File: src/rtl/muldiv_pkg.sv
// Shared types and constants for the RV32M iterative multiply/divide unit.
package muldiv_pkg;

    localparam int unsigned MD_XLEN   = 32;
    localparam logic [31:0] DIV0_QUOT = 32'hFFFF_FFFF;
    localparam logic [31:0] INT_MIN   = 32'h8000_0000;

    typedef enum logic [2:0] {
        OP_MUL    = 3'b000,
        OP_MULH   = 3'b001,
        OP_MULHSU = 3'b010,
        OP_MULHU  = 3'b011,
        OP_DIV    = 3'b100,
        OP_DIVU   = 3'b101,
        OP_REM    = 3'b110,
        OP_REMU   = 3'b111
    } md_op_t;

    typedef enum logic [1:0] {
        ST_IDLE,
        ST_MUL,
        ST_DIV,
        ST_DONE
    } md_state_t;

endpackage

File: src/rtl/muldiv_sign_fix.sv
// Operand magnitude extraction and final result negation, shared by the mul and div paths.
module muldiv_sign_fix
    import muldiv_pkg::*;
#(
    parameter int unsigned WIDTH = MD_XLEN
) (
    input  logic [WIDTH-1:0]   a_i,
    input  logic [WIDTH-1:0]   b_i,
    input  md_op_t             op_i,
    output logic [WIDTH-1:0]   mag_a_o,
    output logic [WIDTH-1:0]   mag_b_o,
    output logic               neg_res_o,
    output logic               neg_rem_o,
    input  logic [2*WIDTH-1:0] raw_i,
    input  logic               neg_i,
    output logic [2*WIDTH-1:0] fixed_o
);

    logic a_signed;
    logic b_signed;
    logic a_neg;
    logic b_neg;

    always_comb begin
        // MUL keeps its low half regardless of signedness, so it is treated as unsigned
        a_signed  = op_i inside {OP_MULH, OP_MULHSU, OP_DIV, OP_REM};
        b_signed  = op_i inside {OP_MULH, OP_DIV, OP_REM};
        a_neg     = a_signed & a_i[WIDTH-1];
        b_neg     = b_signed & b_i[WIDTH-1];
        mag_a_o   = a_neg ? ('0 - a_i) : a_i;
        mag_b_o   = b_neg ? ('0 - b_i) : b_i;
        neg_res_o = a_neg ^ b_neg;
        neg_rem_o = a_neg;
        fixed_o   = neg_i ? ('0 - raw_i) : raw_i;
    end

endmodule

File: src/rtl/execute_muldiv_unit.sv
// Iterative RV32M multiply/divide unit for the Execute stage.
// Define MULDIV_FAST_MUL_EN for a single-cycle combinational multiplier.
module execute_muldiv_unit
    import muldiv_pkg::*;
#(
    parameter int unsigned WIDTH = MD_XLEN,
    parameter int unsigned ITERS = WIDTH
) (
    input  logic             clk,
    input  logic             rst,
    input  logic             MDStartE,
    input  logic [2:0]       MDctrlE,
    input  logic [WIDTH-1:0] SrcAE,
    input  logic [WIDTH-1:0] SrcBE,
    input  logic             FlushE,
    output logic             MDBusyE,
    output logic             MDDoneE,
    output logic [WIDTH-1:0] MDResultE
);

    localparam int unsigned DW = 2 * WIDTH;
    localparam int unsigned CW = (ITERS > 1) ? $clog2(ITERS) : 1;

    md_state_t        state_q, state_d;
    md_op_t           op_q, op_d;
    logic [WIDTH-1:0] opa_q, opa_d;
    logic [WIDTH-1:0] opb_q, opb_d;
    logic [WIDTH-1:0] rem_q, rem_d;
    logic [WIDTH-1:0] result_q, result_d;
    logic [DW-1:0]    prod_q, prod_d;
    logic [CW-1:0]    cnt_q, cnt_d;
    logic             neg_res_q, neg_res_d;
    logic             neg_rem_q, neg_rem_d;

    logic [WIDTH-1:0] mag_a, mag_b;
    logic             in_neg_res, in_neg_rem;
    logic [DW-1:0]    fix_raw, fixed;
    logic             fix_neg;

    logic [WIDTH:0]   mul_sum, rem_shift, rem_diff;
    logic [DW-1:0]    mul_next;
    logic [WIDTH-1:0] rem_next, quot_next;
    logic             rem_ge, last_iter;

    muldiv_sign_fix #(.WIDTH(WIDTH)) u_sign_fix (
        .a_i       (SrcAE),
        .b_i       (SrcBE),
        .op_i      (md_op_t'(MDctrlE)),
        .mag_a_o   (mag_a),
        .mag_b_o   (mag_b),
        .neg_res_o (in_neg_res),
        .neg_rem_o (in_neg_rem),
        .raw_i     (fix_raw),
        .neg_i     (fix_neg),
        .fixed_o   (fixed)
    );

    // Shift-add multiply: multiplier sits in the low half of prod_q and shifts out as the
    // product shifts in. Restoring divide: dividend in opa_q shifts out, quotient shifts in.
    always_comb begin
        mul_sum   = {1'b0, prod_q[DW-1:WIDTH]} + (prod_q[0] ? {1'b0, opb_q} : '0);
        mul_next  = {mul_sum, prod_q[WIDTH-1:1]};
        rem_shift = {rem_q, opa_q[WIDTH-1]};
        rem_diff  = rem_shift - {1'b0, opb_q};
        rem_ge    = ~rem_diff[WIDTH];
        rem_next  = rem_ge ? rem_diff[WIDTH-1:0] : rem_shift[WIDTH-1:0];
        quot_next = {opa_q[WIDTH-2:0], rem_ge};
        last_iter = (cnt_q == CW'(ITERS - 1));
    end

    always_comb begin
        fix_raw = '0;
        fix_neg = 1'b0;
        case (state_q)
            ST_IDLE: begin
`ifdef MULDIV_FAST_MUL_EN
                fix_raw = DW'(mag_a) * DW'(mag_b);
                fix_neg = in_neg_res;
`endif
            end
            ST_MUL: begin
                fix_raw = mul_next;
                fix_neg = neg_res_q;
            end
            ST_DIV: begin
                if (op_q inside {OP_REM, OP_REMU}) begin
                    fix_raw = DW'(rem_next);
                    fix_neg = neg_rem_q;
                end else begin
                    fix_raw = DW'(quot_next);
                    fix_neg = neg_res_q;
                end
            end
            default: ;
        endcase
    end

    always_comb begin
        state_d   = state_q;
        op_d      = op_q;
        opa_d     = opa_q;
        opb_d     = opb_q;
        rem_d     = rem_q;
        result_d  = result_q;
        prod_d    = prod_q;
        cnt_d     = cnt_q;
        neg_res_d = neg_res_q;
        neg_rem_d = neg_rem_q;
        MDBusyE   = 1'b0;
        MDDoneE   = 1'b0;

        case (state_q)
            ST_IDLE: begin
                if (MDStartE) begin
                    MDBusyE   = 1'b1;
                    op_d      = md_op_t'(MDctrlE);
                    opa_d     = mag_a;
                    opb_d     = mag_b;
                    neg_res_d = in_neg_res;
                    neg_rem_d = in_neg_rem;
                    rem_d     = '0;
                    cnt_d     = '0;
                    if (!MDctrlE[2]) begin
`ifdef MULDIV_FAST_MUL_EN
                        result_d = (MDctrlE[1:0] == 2'b00) ? fixed[WIDTH-1:0] : fixed[DW-1:WIDTH];
                        state_d  = ST_DONE;
`else
                        prod_d  = DW'(mag_a);
                        state_d = ST_MUL;
`endif
                    end else if (SrcBE == '0) begin
                        result_d = MDctrlE[1] ? SrcAE : DIV0_QUOT;
                        state_d  = ST_DONE;
                    end else if (!MDctrlE[0] && SrcAE == INT_MIN && SrcBE == '1) begin
                        result_d = MDctrlE[1] ? '0 : INT_MIN;
                        state_d  = ST_DONE;
                    end else begin
                        state_d = ST_DIV;
                    end
                end
            end
            ST_MUL: begin
                MDBusyE = 1'b1;
                prod_d  = mul_next;
                cnt_d   = cnt_q + 1'b1;
                if (last_iter) begin
                    result_d = (op_q == OP_MUL) ? fixed[WIDTH-1:0] : fixed[DW-1:WIDTH];
                    state_d  = ST_DONE;
                end
            end
            ST_DIV: begin
                MDBusyE = 1'b1;
                rem_d   = rem_next;
                opa_d   = quot_next;
                cnt_d   = cnt_q + 1'b1;
                if (last_iter) begin
                    result_d = fixed[WIDTH-1:0];
                    state_d  = ST_DONE;
                end
            end
            ST_DONE: begin
                MDDoneE = 1'b1;
                state_d = ST_IDLE;
            end
            default: state_d = ST_IDLE;
        endcase

        if (FlushE) begin
            state_d  = ST_IDLE;
            result_d = result_q;
            MDBusyE  = 1'b0;
            MDDoneE  = 1'b0;
        end
    end

    always_ff @(posedge clk) begin
        if (rst) begin
            state_q   <= ST_IDLE;
            op_q      <= OP_MUL;
            opa_q     <= '0;
            opb_q     <= '0;
            rem_q     <= '0;
            result_q  <= '0;
            prod_q    <= '0;
            cnt_q     <= '0;
            neg_res_q <= 1'b0;
            neg_rem_q <= 1'b0;
        end else begin
            state_q   <= state_d;
            op_q      <= op_d;
            opa_q     <= opa_d;
            opb_q     <= opb_d;
            rem_q     <= rem_d;
            result_q  <= result_d;
            prod_q    <= prod_d;
            cnt_q     <= cnt_d;
            neg_res_q <= neg_res_d;
            neg_rem_q <= neg_rem_d;
        end
    end

    assign MDResultE = result_q;

endmodule

File: config.mk
export PLATFORM = sky130hd
export DESIGN_NAME = execute_muldiv_unit
export DESIGN_NICKNAME = d
export VERILOG_FILES = /design/src/rtl/muldiv_pkg.sv /design/src/rtl/muldiv_sign_fix.sv /design/src/rtl/execute_muldiv_unit.sv
export SDC_FILE = /design/constraint.sdc
export NUM_CORES = 1
export LEC_CHECK = 0
export ABC_AREA = 1
export CORE_ASPECT_RATIO = 1.25
export CORE_MARGIN = 1.5
export CORE_UTILIZATION = 31
export DETAILED_ROUTE_END_ITERATION = 10
export SLEW_MARGIN = 0
export SYNTH_ARGS = -nofsm -noshare
export SYNTH_HDL_FRONTEND = slang
export SYNTH_SLANG_ARGS = --single-unit
File: constraint.sdc
create_clock -name clk -period 3.7 [get_ports clk]
set_clock_uncertainty 0.05 [all_clocks]
set_input_delay 0.37 -clock clk [delete_from_list [all_inputs] [get_ports clk]]
set_output_delay 0.37 -clock clk [all_outputs]
set_load 0.05 [all_outputs]
==> qor.yml <==
critical_path:
  cpPeakStageDelay_ns: 0.40
  reg2reg_to: "MDResultE[14]"
  cp.required_ns: 4.09
  crit_type: "reg2reg"
  path_max_fanout: 6
  worst-path-buf-inv: 6
  slowest_stage: "fa_2"
  reg2reg_slack_ns: -0.17
  cp.arrival_ns: 4.26
  worstSetupStartpointType: "register"
  reg2reg_depth: 35
  cp-end-kind: "register"
  r2r-start: "opa_q[31]"
  critPathTopFamily: "simple AND/OR/NAND/NOR gates"
  critPathLaunch: "opa_q[31]"
timing:
  finalCriticalPeriod_ns: 3.87
  slew_headroom_pct: 34.7
  fmax_ghz: 0.258
  hold_violations: 0
  setup-violations-final: 31
  slew_viol_final: 0
  rsz0062_at_grt: "true"
  min_period_over_period_pct: 105
  fin_ws_ns: -0.169
  tightest_slew_ns: 0.980
layout:
  drive_gt1_share_pct: 28.4
  finish.net_count: 4259
  final_util_pct: 47.4
  area_delta_synth_final_pct: 50.5
  diodes: 0
grt:
  grt_antenna_before_repair: 1
  first_global_vias: 24200
  grtUsageTotal_pct: 28.7
  grt_pass1_wl_mm: 140
  grt-ovfl-total: 0
  grt_max_degree: 83
floorplanning:
  initial_utilization_pct: 31.5
  num_io_pins: 105
  rows: 101
  die_height_um: 281
  fp.dieW_um: 225
  dieArea_sq_um: 63400
  core_sq_um: 60900
routing:
  viasPerCell: 5.08
  drtPass1Iterations: 5
  routed_wl_mm: 93.4
  post-route-drc-count: 0
  ant_nets: 0
  vias: 25100
  first_iter_violations: 1900
  wl_per_cell_um: 18.8
placement:
  dpl.hpwl_mm: 73.0
  routabilityCongestion: 1.03
  dp_slack_ns: -0.655
  io_buffer_count: 104
logic_synthesis:
  synth_area_sq_um: 19200
  synthFlopType: "dfxtp_1"
  synth_area_per_cell_sq_um: 5.64
  async_reset_ff_share_pct: 0
  synth_edf_count: 0
  ys_types: 53
  synth_fp_nets: 3548
  synthCells: 3400
  synth-seq-area-share_pct: 21.3
  ys_ff_latch: 204
  ys_warn_count: 0
min_path:
  hold_end: "rem_q[2]"
  hp-class: "in2reg"
  hp-start: "rst"
  whs_path_depth: 2
clock_tree:
  cts-root-buf: "clkbuf_16"
  htree_levels: 1
  clock_sinks: 204
  postCtsHoldBufs: 0
  cts_tree: "done"
  cts-buffers-inserted: 27
  clock_path_buffers: 3
  cts.clk_slew.worst_paths_ns: 0.06
  clkLatencyLatePin_ns: 0.59
job:
  drv_cap: 0
pwr:
  powerDensity_nw_per_um2: 294
  peakVddDrop_uv: 344
  p_leak_nw: 14.8
run_status:
  outcome: "finished, violations left"
  violations: "setup timing"
synthesized netlist by cell type (31+ instances only):
library cell | instances | share of area, %
a31oi_1 | 36 | 1.2
dfxtp_1 | 204 | 21
nand3_1 | 243 | 6.3
nand2_1 | 1055 | 21
nor3_1 | 41 | 1.1
inv_1 | 469 | 9.2
clkbuf_1 | 114 | 2.2
o21ai_0 | 230 | 6.0
ha_1 | 75 | 4.9
a21oi_1 | 287 | 7.5
nand2_2 | 32 | 1.0
nand4_1 | 63 | 2.1
nor2_1 | 284 | 5.6
xor2_1 | 50 | 2.3
nand3b_1 | 31 | 1.2
metal layers:
layer	global-route usage, %	up-vias	part of all wire [%]
met3	3.46	251	6.0
met1	34.9	11600	41
li1	-	12400	-
met5	0	-	0.013
met2	48.8	863	46
met4	16.1	2	6.4
sequential cells by signal (all words and copies together) (netlist names):
signal / count
MDResultE: 32
cnt_q: 5
prod_q: 64
opa_q: 32
state_q: 2
opb_q: 32
op_q: 3
neg_res_q: 1
neg_rem_q: 1
rem_q: 32
kinds of logic (layout without fill, tap and decap cells):
family / after synthesis / after routing / synth area share (%)
compound gates: 617 / 617 / 17.3
simple gates: 1815 / 1818 / 40.7
flops: 204 / 204 / 21.3
fa+ha+maj: 77 / 77 / 5.10
buf+inv: 616 / 1343 / 12.4
xor+xnor: 71 / 71 / 3.24
per-stage QoR:
stage / hold slack [ns] / cells / instance area [sq um] / total power, mW / TNS (ns)
6_report: 0.290 / 4954 / 28900 / 8.48 / -2.91
3_5_place_dp: 0.405 / 4837 / 25700 / 5.26 / -16.54
3_3_place_gp: 0.404 / 4837 / 25700 / 5.26 / -16.74
4_1_cts: 0.292 / 4937 / 28000 / 8.36 / -1.98
5_1_grt: 0.324 / 4954 / 28900 / 8.84 / -9.25
2_1_floorplan: 0.395 / 3400 / 19200 / 3.93 / 0
final cells by class:
| cell class | count | area [sq um] |
|---|---|---|
| clock inverter | 12 | 198 |
| multi-input combinational | 2583 | 14400 |
| fill | 6440 | 32000 |
| sequential | 204 | 4090 |
| clock buffer | 36 | 759 |
| timing repair buffer | 814 | 6580 |
| inverter | 481 | 1810 |
| tap | 824 | 1030 |
worst max path at each step:
stage	end	slack, ns	depth (start not counted)
after floorplan	MDResultE[20]	0.15	33
after global placement	MDResultE[29]	-0.66	30
after detailed placement	MDResultE[17]	-0.66	32
after CTS	MDResultE[4]	-0.11	31
after global routing	MDResultE[16]	-0.36	30
final	MDResultE[14]	-0.17	35
placed cells by master (no fill, tap or decap), drive strengths merged, types with 10 or more instances in the layout:
cell type / instances
nand2: 1098
buf: 712
inv: 479
nor2: 296
a21oi: 292
nand3: 252
o21ai: 247
dfxtp: 204
clkdlybuf4s50: 102
ha: 75
nand4: 63
xor2: 50
nor3: 42
a31oi: 36
clkbuf: 36
nand3b: 31
xnor2: 21
o211ai: 15
nor4: 14
or2: 10
where the power goes:
part | total, mW | internal (mW) | switching, mW
registers | 2.47 | 2.37 | 0.0997
clock network | 2.92 | 1.78 | 1.14
logic | 3.09 | 1.21 | 1.89
total | 8.48 | 5.35 | 3.13
what timing repair did:
item | CTS | global route
endpoints found under the setup margin | 32 | 38
gates cloned | 5 | 0
buffers inserted | 47 | 17
resized for setup | 263 | 191
pin swaps | 71 | 43
(Power assumes the default switching activity.)
